`src/rtl/encrypted_block_loader.sv`:
```
// Read controller for the encrypted-data FIFO: pops bytes into a 128-bit block and hands it to AES.
// Define AES_PAD_TIMEOUT_EN to zero-pad and release a partial block after TIMEOUT_CYC idle cycles.
module encrypted_block_loader #(
    parameter int unsigned DATA_W    = 8,
    parameter int unsigned BLK_BYTES = 16
`ifdef AES_PAD_TIMEOUT_EN
    ,
    parameter int unsigned TIMEOUT_CYC = 255
`endif
) (
    input  logic                          clk,
    input  logic                          rst,
    input  logic                          fifo_empty,
    input  logic [DATA_W-1:0]             fifo_rdata,
    output logic                          fifo_r_enable,
    output logic [DATA_W*BLK_BYTES-1:0]   blk_data,
    output logic [4:0]                    blk_nbytes,
    output logic                          blk_valid,
    input  logic                          blk_ready,
    output logic                          busy
);

    localparam int unsigned BlkW    = DATA_W * BLK_BYTES;
    localparam logic [4:0]  LastCnt = 5'(BLK_BYTES - 1);
    localparam logic [4:0]  FullCnt = 5'(BLK_BYTES);

    typedef enum logic [0:0] {StFill, StHold} state_e;

    state_e            state_q, state_d;
    logic [4:0]        cnt_q, cnt_d;
    logic [BlkW-1:0]   blk_data_q, blk_data_d;
    logic [4:0]        blk_nbytes_q, blk_nbytes_d;
    logic              blk_valid_q;
    logic              busy_q;

`ifdef AES_PAD_TIMEOUT_EN
    localparam logic [15:0] TimeoutLast = 16'(TIMEOUT_CYC - 1);

    logic [15:0] idle_q, idle_d;
    logic [7:0]  pad_shift;

    // Bit distance that moves the cnt real bytes up to the MSB end of the block.
    assign pad_shift = {FullCnt - cnt_q, 3'b000};
`endif

    assign fifo_r_enable = (state_q == StFill) & ~fifo_empty & ~rst;

    always_comb begin
        state_d      = state_q;
        cnt_d        = cnt_q;
        blk_data_d   = blk_data_q;
        blk_nbytes_d = blk_nbytes_q;
`ifdef AES_PAD_TIMEOUT_EN
        idle_d       = idle_q;
`endif
        case (state_q)
            StFill: begin
                if (fifo_r_enable) begin
                    blk_data_d = {blk_data_q[BlkW-DATA_W-1:0], fifo_rdata};
                    cnt_d      = cnt_q + 5'd1;
`ifdef AES_PAD_TIMEOUT_EN
                    idle_d     = '0;
`endif
                    if (cnt_q == LastCnt) begin
                        state_d      = StHold;
                        blk_nbytes_d = FullCnt;
                    end
`ifdef AES_PAD_TIMEOUT_EN
                end else if (fifo_empty && cnt_q != 5'd0) begin
                    if (idle_q == TimeoutLast) begin
                        blk_data_d   = blk_data_q << pad_shift;
                        blk_nbytes_d = cnt_q;
                        state_d      = StHold;
                        idle_d       = '0;
                    end else begin
                        idle_d = idle_q + 16'd1;
                    end
`endif
                end
            end
            StHold: begin
                if (blk_ready) begin
                    cnt_d   = 5'd0;
                    state_d = StFill;
`ifdef AES_PAD_TIMEOUT_EN
                    idle_d  = '0;
`endif
                end
            end
            default: state_d = StFill;
        endcase
    end

    always_ff @(posedge clk) begin
        if (rst) begin
            state_q      <= StFill;
            cnt_q        <= 5'd0;
            blk_data_q   <= '0;
            blk_nbytes_q <= 5'd0;
            blk_valid_q  <= 1'b0;
            busy_q       <= 1'b0;
`ifdef AES_PAD_TIMEOUT_EN
            idle_q       <= '0;
`endif
        end else begin
            state_q      <= state_d;
            cnt_q        <= cnt_d;
            blk_data_q   <= blk_data_d;
            blk_nbytes_q <= blk_nbytes_d;
            blk_valid_q  <= (state_d == StHold);
            busy_q       <= (cnt_d != 5'd0) | (state_d == StHold);
`ifdef AES_PAD_TIMEOUT_EN
            idle_q       <= idle_d;
`endif
        end
    end

    assign blk_data   = blk_data_q;
    assign blk_nbytes = blk_nbytes_q;
    assign blk_valid  = blk_valid_q;
    assign busy       = busy_q;

endmodule

```
`config.mk`:
```
export PLATFORM = sky130hd
export DESIGN_NAME = encrypted_block_loader
export DESIGN_NICKNAME = d
export VERILOG_FILES = /design/src/rtl/encrypted_block_loader.sv
export SDC_FILE = /design/constraint.sdc
export NUM_CORES = 1
export LEC_CHECK = 0
export BUFFER_PORTS_ARGS = -buffer_cell sky130_fd_sc_hd__buf_4
export CAP_MARGIN = 20
export CORE_AREA = 2 2 98 100
export DETAILED_ROUTE_END_ITERATION = 12
export DIE_AREA = 0 0 100 102
export GPL_TIMING_DRIVEN = 0
export PLACE_DENSITY = 0.83
export SETUP_SLACK_MARGIN = 0.15
export SLEW_MARGIN = 30
export SYNTH_ARGS = -nofsm -noshare
export SYNTH_HDL_FRONTEND = slang
export SYNTH_SLANG_ARGS = --single-unit
```
`constraint.sdc`:
```
create_clock -name clk -period 4.73 [get_ports clk]
set_input_delay 0.7095 -clock clk [delete_from_list [all_inputs] [get_ports clk]]
set_output_delay 0.7095 -clock clk [all_outputs]
set_load 0.005 [all_outputs]
```
==> results of run 1 <==
==> placed cells by master (no fill, tap or decap), drive strengths merged, types with 2 or more instances in the layout <==
master,synthesis,layout
nor2,10,10
xnor2,3,3
clkinvlp,0,6
nor2b,2,2
dfxtp,136,136
conb,1,4
clkinv,0,2
o22a,3,3
inv,1,4
clkbuf,15,34
a21oi,131,131
bufinv,0,2
nand2,260,260
nand4b,2,2
ha,2,2
buf,34,176
==> worst max path at each step <==
stage          cells after the start       endpoint  startpoint  slack (ns)
2_1_floorplan                      4  fifo_r_enable  fifo_empty        2.69
3_3_place_gp                       5  fifo_r_enable         rst        2.15
3_5_place_dp                       5  fifo_r_enable         rst        2.07
4_1_cts                            5  fifo_r_enable         rst        2.05
5_1_grt                            5  fifo_r_enable         rst        1.95
6_report                           5  fifo_r_enable         rst        2.07
==> logic make-up after synthesis <==
kind of cell	Yosys count	synth area share, %
AOI/OAI and AO/OA	137	14.4
xor gates and xnor gates	4	0.712
adders and majority gates	2	0.508
buffers and inverters	50	6.66
DFF	136	55.3
muxes	1	0.203
other	1	0.0762
and+or+nand+nor	280	22.2
==> state kept, by name, indices dropped and copies added, names as in the netlist <==
signal,flops
cnt_q,5
busy,1
blk_data,128
blk_nbytes,1
blk_valid,1
==> stage by stage <==
step	utilization [%]	instances	instance area [sq um]
after floorplan	-	614	4930
after global placement	67.4	867	6140
after detailed placement	67.4	867	6140
after CTS	73.7	899	6720
after global routing	73.7	899	6720
final	73.7	899	6720
==> layer usage <==
| metal | global-route usage (%) | vias to the layer above |
|---|---|---|
| met4 | 8.54 | 0 |
| met3 | 8.48 | 14 |
| met1 | 29.7 | 2172 |
| met5 | 0 | - |
| met2 | 43.5 | 169 |
| li1 | - | 2296 |
==> worst max-delay path, cell delays in order <==
cell	delay (ns)
sky130_fd_sc_hd__buf_4	0.10
sky130_fd_sc_hd__clkbuf_1	0.44
sky130_fd_sc_hd__clkbuf_1	0.44
sky130_fd_sc_hd__nor2_1	0.11
sky130_fd_sc_hd__buf_4	0.15
==> power by group through the flow <==
stage	registers [mW]	clock network (mW)	logic (mW)
floorplan	1.19	0	0.0793
global placement	1.19	0	0.119
detailed placement	1.19	0	0.122
CTS	1.17	1.28	0.122
global route	1.17	1.33	0.135
finish	1.17	1.27	0.123
==> layout make-up <==
type | count | area share (%)
plain buffers | 49 | 4.83
inverters | 1 | 0.0559
well taps | 111 | 2.07
multi-input cells | 428 | 28.0
flip-flops and latches | 136 | 40.5
repair buffers | 142 | 15.9
clock buffers | 19 | 6.43
clock inverters | 13 | 2.16
==> impl_metrics.prom, run 1 <==
# TYPE chip_impl_metric gauge
chip_impl_info{name="outcome",value="finished, final reports clean"} 1
chip_impl_info{name="setup_repair_after_global_routing_missed_its_margin",value="no"} 1
chip_impl_metric{name="start_util",unit="%"} 54.0
chip_impl_metric{name="post_synth_instance_area",unit="sq um"} 4920
chip_impl_metric{name="first_global_vias",unit=""} 4299
chip_impl_info{name="cell_with_the_most_instances_after_synthesis",value="sky130_fd_sc_hd__nand2_1"} 1
chip_impl_metric{name="worstRegToRegCells",unit=""} 7
chip_impl_metric{name="first_pass_grt_wire_length",unit="mm"} 20.4
chip_impl_metric{name="routed-wl-met2",unit="mm"} 6.33
chip_impl_metric{name="number_of_enable_flip_flop_cells_after_synthesis",unit=""} 0
chip_impl_metric{name="worst_ir_drop_vdd",unit="uV"} 236
chip_impl_metric{name="postSynth.asyncResetShare",unit="%"} 0
chip_impl_metric{name="placeableCoreArea",unit="sq um"} 9110
chip_impl_metric{name="share_clk_of_total_power",unit="%"} 49.7
chip_impl_metric{name="cts_repair_resize_count",unit=""} 0
chip_impl_metric{name="viasPerCell",unit=""} 5.17
chip_impl_info{name="worstSetupPathType",value="input port to primary output"} 1
chip_impl_info{name="startpoint_type",value="input port"} 1
chip_impl_metric{name="die_height",unit="um"} 102
chip_impl_metric{name="pwr_per_cell_area",unit="nW/um^2"} 381
chip_impl_metric{name="clock_latency",unit="ns"} 0.51
chip_impl_metric{name="design.final.nets",unit=""} 789
chip_impl_metric{name="netSwitchingPower",unit="uW"} 588
chip_impl_metric{name="finalMaxSlewViolations",unit=""} 0
chip_impl_metric{name="p_int",unit="mW"} 1.97
chip_impl_metric{name="clock-skew-final",unit="ns"} 0.0113
chip_impl_metric{name="syn_avg_cell_area",unit="sq um"} 8.06
chip_impl_metric{name="combinational_group_share_of_total_power",unit="%"} 4.8
chip_impl_metric{name="max_slew.worst_pin.slew",unit="ns"} 0.557
chip_impl_metric{name="finalCriticalPeriod",unit="ns"} 2.66
chip_impl_metric{name="cap_violations",unit=""} 0
chip_impl_metric{name="place_hpwl",unit="mm"} 9.12
chip_impl_info{name="maxUsedRoutingLayer",value="met4"} 1
chip_impl_metric{name="crit_arrival",unit="ns"} 1.95
chip_impl_metric{name="std_cell_rows",unit=""} 35
chip_impl_metric{name="reg2reg_slack",unit="ns"} 2.85
chip_impl_metric{name="vias",unit=""} 4651
chip_impl_metric{name="post_synth_inst_count",unit=""} 611
chip_impl_metric{name="worstHoldPathCells",unit=""} 3
chip_impl_metric{name="sequential_cell_area",unit="sq um"} 2720
chip_impl_metric{name="die_width",unit="um"} 100
chip_impl_info{name="cts_tree",value="built"} 1
chip_impl_metric{name="nFillCells",unit=""} 683
chip_impl_metric{name="cts_max_level",unit=""} 4
chip_impl_metric{name="drc_errors",unit=""} 0
chip_impl_metric{name="yosys_warnings",unit=""} 0
chip_impl_metric{name="synth_sequential_area_ratio",unit="%"} 55.3
chip_impl_metric{name="area_growth_syn_to_layout",unit="%"} 36.4
chip_impl_info{name="hold_class",value="input port to flop"} 1
chip_impl_metric{name="worstPathRequired",unit="ns"} 4.02
chip_impl_metric{name="grt_antenna_before_repair",unit=""} 0
chip_impl_metric{name="p_seq_share",unit="%"} 45.5
chip_impl_metric{name="cts_hold_buf",unit=""} 0
chip_impl_metric{name="multi_input_comb_area",unit="sq um"} 1880
chip_impl_metric{name="wl_met1",unit="mm"} 5.58
chip_impl_metric{name="finalPower",unit="mW"} 2.56
chip_impl_info{name="synthDominantAreaCellType",value="sky130_fd_sc_hd__dfxtp_1"} 1
chip_impl_metric{name="cts.repair_timing.setup_buffer_count",unit=""} 0
chip_impl_metric{name="worstPathMaxFanout",unit=""} 10
chip_impl_metric{name="place.port_buffers",unit=""} 142
chip_impl_metric{name="global_route.usage.total",unit="%"} 25.2
chip_impl_info{name="ctsRootBufferMaster",value="sky130_fd_sc_hd__clkbuf_8"} 1
chip_impl_metric{name="p_leak",unit="nW"} 2.68
chip_impl_metric{name="detailedRoute.firstIterationViolations",unit=""} 202
chip_impl_metric{name="dpl_worst_slack",unit="ns"} 2.07
chip_impl_metric{name="insertedDiodeCount",unit=""} 0
chip_impl_metric{name="drt_first_pass_iters",unit=""} 5
chip_impl_info{name="timing.hold.worst.start",value="fifo_rdata[3]"} 1
chip_impl_metric{name="clock.fmax",unit="MHz"} 375
chip_impl_info{name="critical_path.reg2reg.endpoint",value="busy$_SDFF_PP0_"} 1
chip_impl_metric{name="largest_net_degree_at_the_start_of_global_routing",unit=""} 17
chip_impl_metric{name="final_min_period_over_clock_period",unit="%"} 56.3
chip_impl_metric{name="clk_path_buf_depth",unit=""} 2
chip_impl_metric{name="clkTransAtPathRegs",unit="ns"} 0.07
chip_impl_metric{name="post_route_cells_drive_above_1_share",unit="%"} 26.4
chip_impl_metric{name="timing.hold.ws",unit="ns"} 0.446
chip_impl_info{name="synthFlopType",value="sky130_fd_sc_hd__dfxtp_1"} 1
chip_impl_metric{name="boundaryPins",unit=""} 148
chip_impl_metric{name="cts.sinks",unit=""} 136
chip_impl_metric{name="final_critical_path_setup_slack",unit="ns"} 2.07
chip_impl_metric{name="post-synth-top-area-fraction",unit="%"} 55.3
chip_impl_metric{name="route.final.wire_length",unit="mm"} 13.0
chip_impl_metric{name="wl_met3",unit="um"} 947
chip_impl_metric{name="timing.final.setup_violations",unit=""} 0
chip_impl_metric{name="routabilityCongestion",unit=""} 0.864
chip_impl_info{name="synth_commonest_cells",value="260 x sky130_fd_sc_hd__nand2_1, 136 x sky130_fd_sc_hd__dfxtp_1, 131 x sky130_fd_sc_hd__a21oi_1"} 1
chip_impl_metric{name="synth.lib_cells_used.distinct",unit=""} 28
chip_impl_metric{name="switching_share",unit="%"} 23.0
chip_impl_metric{name="dieArea",unit="sq um"} 10200
chip_impl_metric{name="finalHoldViolations",unit=""} 0
chip_impl_info{name="min_delay_worst_endpoint",value="blk_data[3]$_SDFFE_PP0P_"} 1
chip_impl_metric{name="routed_wire_length_per_instance",unit="um"} 14.4
chip_impl_info{name="r2r-start",value="cnt_q[0]$_SDFF_PP0_"} 1
chip_impl_metric{name="ant_nets",unit=""} 0
chip_impl_metric{name="grt_overflow",unit=""} 0
chip_impl_metric{name="setup-tns-final",unit="ns"} 0
chip_impl_metric{name="numCtsBuffers",unit=""} 17
chip_impl_metric{name="timing.max_slew.rel_slack",unit="%"} 62.9
chip_impl_info{name="crit_end_element",value="primary output"} 1
chip_impl_info{name="synthTopCellsByArea",value="sky130_fd_sc_hd__dfxtp_1 55%, sky130_fd_sc_hd__nand2_1 20%, sky130_fd_sc_hd__a21oi_1 13%"} 1
chip_impl_metric{name="ys_seq_elements",unit=""} 136
No activity file was read; power rests on OpenSTA's default activity.
==> inputs of run 2 (changes only) <==
--- a/config.mk
+++ b/config.mk
@@ -7,11 +7,11 @@
 export LEC_CHECK = 0
 export BUFFER_PORTS_ARGS = -buffer_cell sky130_fd_sc_hd__buf_4
 export CAP_MARGIN = 20
-export CORE_AREA = 2 2 98 100
+export CORE_AREA = 2 2 107 109
 export DETAILED_ROUTE_END_ITERATION = 12
-export DIE_AREA = 0 0 100 102
+export DIE_AREA = 0 0 109 111
 export GPL_TIMING_DRIVEN = 0
-export PLACE_DENSITY = 0.83
+export PLACE_DENSITY = 0.74
 export SETUP_SLACK_MARGIN = 0.15
 export SLEW_MARGIN = 30
 export SYNTH_ARGS = -nofsm -noshare
==> constraint.sdc (replaced) <==
create_clock -name clk -period 2.22 [get_ports clk]
set_input_delay 0.333 -clock clk [delete_from_list [all_inputs] [get_ports clk]]
set_output_delay 0.333 -clock clk [all_outputs]
set_load 0.005 [all_outputs]
==> run 2 against run 1 <==
Net effect:
- die area grew 19%
- combinational power grew 110%
- non-clock buffer count is the same
- sequential power grew 110%
- register-to-register slack lost 2.4 ns
- clock-buffer cell count shrank 2
- worst setup slack lost 1.8 ns
- final area grew 1.2%
- clock power grew 130%
- power grew 120%
- largest cell class unchanged
- highest routed layer unchanged
==> impl_metrics.prom, run 2 (synthesis gave the netlist of run 1 again) <==
# TYPE chip_impl_metric gauge
chip_impl_metric{name="global_route.usage.total",unit="%"} 21.7
chip_impl_metric{name="viasPerCell",unit=""} 4.97
chip_impl_metric{name="finalMaxSlewViolations",unit=""} 0
chip_impl_metric{name="clk_path_buf_depth",unit=""} 2
chip_impl_metric{name="timing.final.setup_violations",unit=""} 0
chip_impl_info{name="crit_end_element",value="primary output"} 1
chip_impl_metric{name="start_util",unit="%"} 44.4
chip_impl_metric{name="cts_repair_resize_count",unit=""} 0
chip_impl_info{name="setup_repair_after_global_routing_missed_its_margin",value="no"} 1
chip_impl_metric{name="timing.max_slew.rel_slack",unit="%"} 59.1
chip_impl_info{name="path_cells",value="buf_4 > clkbuf_1 > clkbuf_1 > nor2_1 > buf_4"} 1
chip_impl_metric{name="die_height",unit="um"} 111
chip_impl_metric{name="routabilityCongestion",unit=""} 0.812
chip_impl_metric{name="dieArea",unit="sq um"} 12100
chip_impl_metric{name="first_global_vias",unit=""} 4541
chip_impl_metric{name="crit_arrival",unit="ns"} 1.58
chip_impl_metric{name="p_leak",unit="nW"} 2.71
chip_impl_metric{name="finalCriticalPeriod",unit="ns"} 1.91
chip_impl_metric{name="first_pass_grt_wire_length",unit="mm"} 20.9
chip_impl_metric{name="grt_overflow",unit=""} 0
chip_impl_info{name="cpLargestDelayFamily",value="buffers and inverters"} 1
chip_impl_metric{name="cts_hold_buf",unit=""} 0
chip_impl_metric{name="vias",unit=""} 4631
chip_impl_metric{name="route.final.wire_length",unit="mm"} 13.0
chip_impl_metric{name="ant_nets",unit=""} 0
chip_impl_metric{name="grt_antenna_before_repair",unit=""} 0
chip_impl_metric{name="cts.sinks",unit=""} 136
chip_impl_metric{name="detailedRoute.firstIterationViolations",unit=""} 236
chip_impl_info{name="startpoint_type",value="input port"} 1
chip_impl_metric{name="routed_wire_length_per_instance",unit="um"} 13.9
chip_impl_info{name="ctsRootBufferMaster",value="sky130_fd_sc_hd__clkbuf_16"} 1
chip_impl_metric{name="post-route-util",unit="%"} 61.4
chip_impl_metric{name="design.final.nets",unit=""} 789
chip_impl_metric{name="numCtsBuffers",unit=""} 17
chip_impl_info{name="cts_tree",value="built"} 1
chip_impl_metric{name="area_growth_syn_to_layout",unit="%"} 38.1
chip_impl_metric{name="grtUsageMet2",unit="%"} 35.6
chip_impl_info{name="hold_class",value="input port to flop"} 1
chip_impl_metric{name="die_width",unit="um"} 109
chip_impl_metric{name="finalHoldViolations",unit=""} 0
chip_impl_info{name="mostFrequentLayoutCell",value="sky130_fd_sc_hd__nand2_1"} 1
chip_impl_info{name="outcome",value="finished, final reports clean"} 1
chip_impl_metric{name="std_cell_rows",unit=""} 39
chip_impl_metric{name="final_min_period_over_clock_period",unit="%"} 86.1
chip_impl_metric{name="timing.critical_path.slowest_cell_delay",unit="ns"} 0.47
chip_impl_metric{name="worstPathMaxFanout",unit=""} 10
chip_impl_metric{name="wp_buf_inv",unit=""} 4
chip_impl_metric{name="worstPathRequired",unit="ns"} 1.89
chip_impl_metric{name="placeableCoreArea",unit="sq um"} 11100
chip_impl_metric{name="insertedDiodeCount",unit=""} 0
chip_impl_metric{name="clkTransAtPathRegs",unit="ns"} 0.06
chip_impl_info{name="worstSetupPathType",value="input port to primary output"} 1
chip_impl_metric{name="worst_ir_drop_vdd",unit="uV"} 434
chip_impl_metric{name="place_hpwl",unit="mm"} 9.37
chip_impl_metric{name="gr_layer_usage_met1",unit="%"} 25.7
chip_impl_info{name="final_cell_mix",value="260 x sky130_fd_sc_hd__nand2_1, 149 x sky130_fd_sc_hd__buf_4, 136 x sky130_fd_sc_hd__dfxtp_1"} 1
chip_impl_metric{name="largest_reg_flops",unit=""} 128
chip_impl_metric{name="cts_max_level",unit=""} 4
chip_impl_metric{name="post_route_cells_drive_above_1_share",unit="%"} 26.5
chip_impl_metric{name="boundaryPins",unit=""} 148
chip_impl_metric{name="gr-usage-met3",unit="%"} 8.23
chip_impl_metric{name="clock.fmax",unit="MHz"} 523
chip_impl_info{name="grt.busiest_layer",value="met2"} 1
chip_impl_metric{name="cap_violations",unit=""} 0
chip_impl_info{name="critical_path.slowest_cell",value="sky130_fd_sc_hd__clkbuf_1"} 1
chip_impl_metric{name="cts.repair_timing.setup_buffer_count",unit=""} 0
chip_impl_metric{name="place.port_buffers",unit=""} 142
chip_impl_metric{name="clock_latency",unit="ns"} 0.41
chip_impl_metric{name="drt_first_pass_iters",unit=""} 5
chip_impl_metric{name="drc_errors",unit=""} 0
chip_impl_metric{name="max_slew.worst_pin.slew",unit="ns"} 0.613
chip_impl_metric{name="largest_net_degree_at_the_start_of_global_routing",unit=""} 17
chip_impl_metric{name="pwr_per_cell_area",unit="nW/um^2"} 831
chip_impl_metric{name="setup-tns-final",unit="ns"} 0
chip_impl_metric{name="clock-skew-final",unit="ns"} 0.0125
[run 2: cell types whose count changed in the layout (fill, tap and decap cells not counted), sizes merged]
cell      change
clkinv        +4
clkinvlp      -4
clkbuf        -2
bufinv        +1
inv           +1
[run 2: final timing paths]
kind,from,to,slack [ns],cells past startpoint
max,rst,fifo_r_enable,0.31,5
min reg2reg,blk_data[125]$_SDFFE_PP0P_,blk_data[125]$_SDFFE_PP0P_,0.46,2
min,fifo_rdata[7],blk_data[7]$_SDFFE_PP0P_,0.17,3
max reg2reg,cnt_q[0]$_SDFF_PP0_,busy$_SDFF_PP0_,0.42,7
[run 2: where the power goes]
group          total [mW]  internal (mW)  leakage, nW  switching, mW
logic               0.260          0.103         1.32          0.157
registers            2.48           2.46         1.10         0.0199
clock network        2.91           1.79        0.295           1.12
total                5.65           4.36         2.71           1.29
[run 2: final cells by class]
type,count,area [sq um]
sequential,136,2720
tap,143,179
fill,974,4280
buffer,49,324
inverter,1,3.75
clock buffer,17,425
multi-input combinational,428,1880
clock inverter,15,193
timing repair buffer,142,1070
[run 2: metrics by stage]
step	instances	worst slack, ns	total power [mW]	hold slack (ns)	instance area [sq um]
3_5_place_dp	899	0.292	2.80	0.454	6180
2_1_floorplan	614	0.628	2.70	0.449	4930
4_1_cts	931	0.292	5.69	0.158	6800
3_3_place_gp	899	0.326	2.79	0.446	6180
6_report	931	0.308	5.65	0.170	6800
5_1_grt	931	0.238	5.83	0.174	6800
[run 2: worst register-to-register path, cell delays in order (launching register included)]
cell and delay [ns]:
sky130_fd_sc_hd__dfxtp_1 0.37, sky130_fd_sc_hd__ha_1 0.26, sky130_fd_sc_hd__and3_1 0.20, sky130_fd_sc_hd__ha_1 0.28
sky130_fd_sc_hd__nor4b_1 0.27, sky130_fd_sc_hd__nand4b_1 0.13, sky130_fd_sc_hd__nand2_1 0.08, sky130_fd_sc_hd__a221oi_1 0.07
[run 2: per-layer routing]
metal	part of all wire, %	vias up
li1	-	2308
met1	41	2169
met2	49	140
met3	8.5	14
met4	1.1	0
met5	0	-
==> inputs of run 3 (changes only) <==
--- a/config.mk
+++ b/config.mk
@@ -12,7 +12,7 @@
 export DIE_AREA = 0 0 109 111
 export GPL_TIMING_DRIVEN = 0
 export PLACE_DENSITY = 0.74
-export SETUP_SLACK_MARGIN = 0.15
+export SETUP_SLACK_MARGIN = 0.5
 export SLEW_MARGIN = 30
 export SYNTH_ARGS = -nofsm -noshare
 export SYNTH_HDL_FRONTEND = slang
==> run 3 against run 2 <==
Net effect:
- final area is 1.6% higher
- hold slack worse by 0.0028 ns
- die area did not move
- global-route usage grew 0.26 points
- maximum frequency increased by 15%
- critical path type is now flop to primary output
- largest cell class unchanged
==> impl_metrics.prom, run 3 (synthesis gave the netlist of run 1 again) <==
# TYPE chip_impl_metric gauge
chip_impl_metric{name="detailedRoute.firstIterationViolations",unit=""} 223
chip_impl_info{name="worstSetupPathType",value="flop to primary output"} 1
chip_impl_info{name="final_cell_mix",value="260 x sky130_fd_sc_hd__nand2_1, 156 x sky130_fd_sc_hd__buf_4, 133 x sky130_fd_sc_hd__dfxtp_1"} 1
chip_impl_metric{name="timing.final.setup_violations",unit=""} 0
chip_impl_metric{name="first_pass_grt_wire_length",unit="mm"} 21.1
chip_impl_metric{name="place_hpwl",unit="mm"} 9.37
chip_impl_metric{name="area_growth_syn_to_layout",unit="%"} 40.3
chip_impl_metric{name="worstPathRequired",unit="ns"} 1.89
chip_impl_metric{name="clock_latency",unit="ns"} 0.41
chip_impl_metric{name="clock.fmax",unit="MHz"} 603
chip_impl_metric{name="routabilityCongestion",unit=""} 0.812
chip_impl_info{name="startpoint_type",value="flop"} 1
chip_impl_metric{name="finalCriticalPeriod",unit="ns"} 1.66
chip_impl_metric{name="crit_arrival",unit="ns"} 1.33
chip_impl_metric{name="cts.sinks",unit=""} 136
chip_impl_metric{name="p_leak",unit="nW"} 2.77
chip_impl_info{name="critPathLaunch",value="blk_valid$_SDFF_PP0_"} 1
chip_impl_info{name="hold_class",value="input port to flop"} 1
chip_impl_metric{name="finalMaxSlewViolations",unit=""} 0
chip_impl_metric{name="boundaryPins",unit=""} 148
chip_impl_metric{name="worst_ir_drop_vdd",unit="uV"} 436
chip_impl_metric{name="worstRegToRegCells",unit=""} 7
chip_impl_metric{name="dieArea",unit="sq um"} 12100
chip_impl_info{name="r2r-start",value="cnt_q[0]$_SDFF_PP0_"} 1
chip_impl_metric{name="drc_errors",unit=""} 0
chip_impl_metric{name="timing.hold.ws",unit="ns"} 0.167
chip_impl_metric{name="largest_reg_flops",unit=""} 128
chip_impl_metric{name="global_route.usage.total",unit="%"} 21.9
chip_impl_metric{name="grt_overflow",unit=""} 0
chip_impl_metric{name="first_global_vias",unit=""} 4585
chip_impl_metric{name="final_min_period_over_clock_period",unit="%"} 74.7
chip_impl_metric{name="grt_antenna_before_repair",unit=""} 0
chip_impl_metric{name="clock-skew-final",unit="ns"} 0.0128
chip_impl_info{name="grt.busiest_layer",value="met2"} 1
chip_impl_info{name="mostFrequentLayoutCell",value="sky130_fd_sc_hd__nand2_1"} 1
chip_impl_metric{name="finalPower",unit="mW"} 5.68
chip_impl_metric{name="worstPathMaxFanout",unit=""} 6
chip_impl_info{name="cts_tree",value="built"} 1
chip_impl_metric{name="clkTransAtPathRegs",unit="ns"} 0.06
chip_impl_metric{name="numCtsBuffers",unit=""} 17
chip_impl_metric{name="design.final.nets",unit=""} 796
chip_impl_metric{name="routed_wire_length_per_instance",unit="um"} 14.1
chip_impl_metric{name="die_height",unit="um"} 111
chip_impl_info{name="crit_end_element",value="primary output"} 1
chip_impl_metric{name="max_slew.worst_pin.slew",unit="ns"} 0.525
chip_impl_metric{name="nFillCells",unit=""} 960
chip_impl_metric{name="grtUsageMet2",unit="%"} 35.6
chip_impl_info{name="ctsRootBufferMaster",value="sky130_fd_sc_hd__clkbuf_16"} 1
chip_impl_metric{name="std_cell_rows",unit=""} 39
chip_impl_metric{name="start_util",unit="%"} 44.4
chip_impl_metric{name="route.final.wire_length",unit="mm"} 13.2
chip_impl_info{name="outcome",value="finished, final reports clean"} 1
chip_impl_metric{name="worstHoldPathCells",unit=""} 3
chip_impl_metric{name="largest_net_degree_at_the_start_of_global_routing",unit=""} 17
chip_impl_metric{name="ant_nets",unit=""} 0
chip_impl_metric{name="timing.max_slew.rel_slack",unit="%"} 65.0
chip_impl_metric{name="finalHoldViolations",unit=""} 0
chip_impl_metric{name="viasPerCell",unit=""} 5.01
chip_impl_metric{name="cts_hold_buf",unit=""} 0
chip_impl_metric{name="gr_layer_usage_met1",unit="%"} 26.3
chip_impl_metric{name="pwr_per_cell_area",unit="nW/um^2"} 822
chip_impl_info{name="setup_repair_after_global_routing_missed_its_margin",value="no"} 1
chip_impl_metric{name="clk_path_buf_depth",unit=""} 2
chip_impl_metric{name="placeableCoreArea",unit="sq um"} 11100
chip_impl_metric{name="place.port_buffers",unit=""} 142
chip_impl_metric{name="drt_first_pass_iters",unit=""} 4
chip_impl_metric{name="gr-usage-met3",unit="%"} 8.17
chip_impl_metric{name="post_route_cells_drive_above_1_share",unit="%"} 28.4
chip_impl_metric{name="cap_violations",unit=""} 0
chip_impl_metric{name="setup-tns-final",unit="ns"} 0
chip_impl_metric{name="die_width",unit="um"} 109
chip_impl_metric{name="insertedDiodeCount",unit=""} 0
chip_impl_metric{name="cts_max_level",unit=""} 4
chip_impl_info{name="timing.hold.worst.start",value="fifo_rdata[7]"} 1
chip_impl_metric{name="vias",unit=""} 4697
-- run 3: metal layers --
layer	vias to the layer above	wire length (um)
met5	-	0
met4	0	176
met3	19	1080
met2	150	6520
met1	2215	5440
li1	2313	-
-- run 3: per-stage QoR --
step           setup slack, ns  cells  utilization [%]  instance area, sq um
2_1_floorplan            0.628    614                -                  4930
3_3_place_gp             0.326    899             55.8                  6180
3_5_place_dp             0.292    899             55.8                  6180
4_1_cts                  0.509    932             61.6                  6830
5_1_grt                  0.503    938             62.4                  6910
6_report                 0.561    938             62.4                  6910
-- run 3: path summary, 6_finish.rpt --
path / slack [ns] / endpoint
worst max-delay path: 0.56 / fifo_r_enable
worst max register to register: 0.59 / busy$_SDFF_PP0_
worst min-delay path: 0.17 / blk_data[7]$_SDFFE_PP0P_
worst min register to register: 0.46 / blk_data[125]$_SDFFE_PP0P_
-- run 3: critical path, cell delays in order, from the launching register on --
cell	delay, ns
sky130_fd_sc_hd__dfxtp_4	0.34
sky130_fd_sc_hd__or2_4	0.26
sky130_fd_sc_hd__buf_6	0.14
sky130_fd_sc_hd__nor2_2	0.07
sky130_fd_sc_hd__buf_4	0.11
-- run 3: timing repair --
item                                    in CTS  in global routing
endpoints found under the setup margin       2                  2
pin swaps                                    0                  4
setup buffers                                1                  6
gates cloned                                 0                  0
resized for setup                            8                 10
-- run 3: cell type report --
type                    count  area (sq um)  area share [%]
flip-flops and latches    136          2730            39.6
multi-input cells         428          1920            27.8
repair buffers            149          1120            16.2
clock buffers              17           425            6.16
plain buffers              49           333            4.82
clock inverters            15           193            2.79
well taps                 143           179            2.59
inverters                   1          3.75          0.0543
-- run 3: where the power goes --
group          switching [mW]  total (mW)  leakage, nW  internal (mW)
sequential             0.0190        2.48         1.10           2.46
combinational           0.168       0.290         1.38          0.121
clock                    1.12        2.91        0.295           1.79
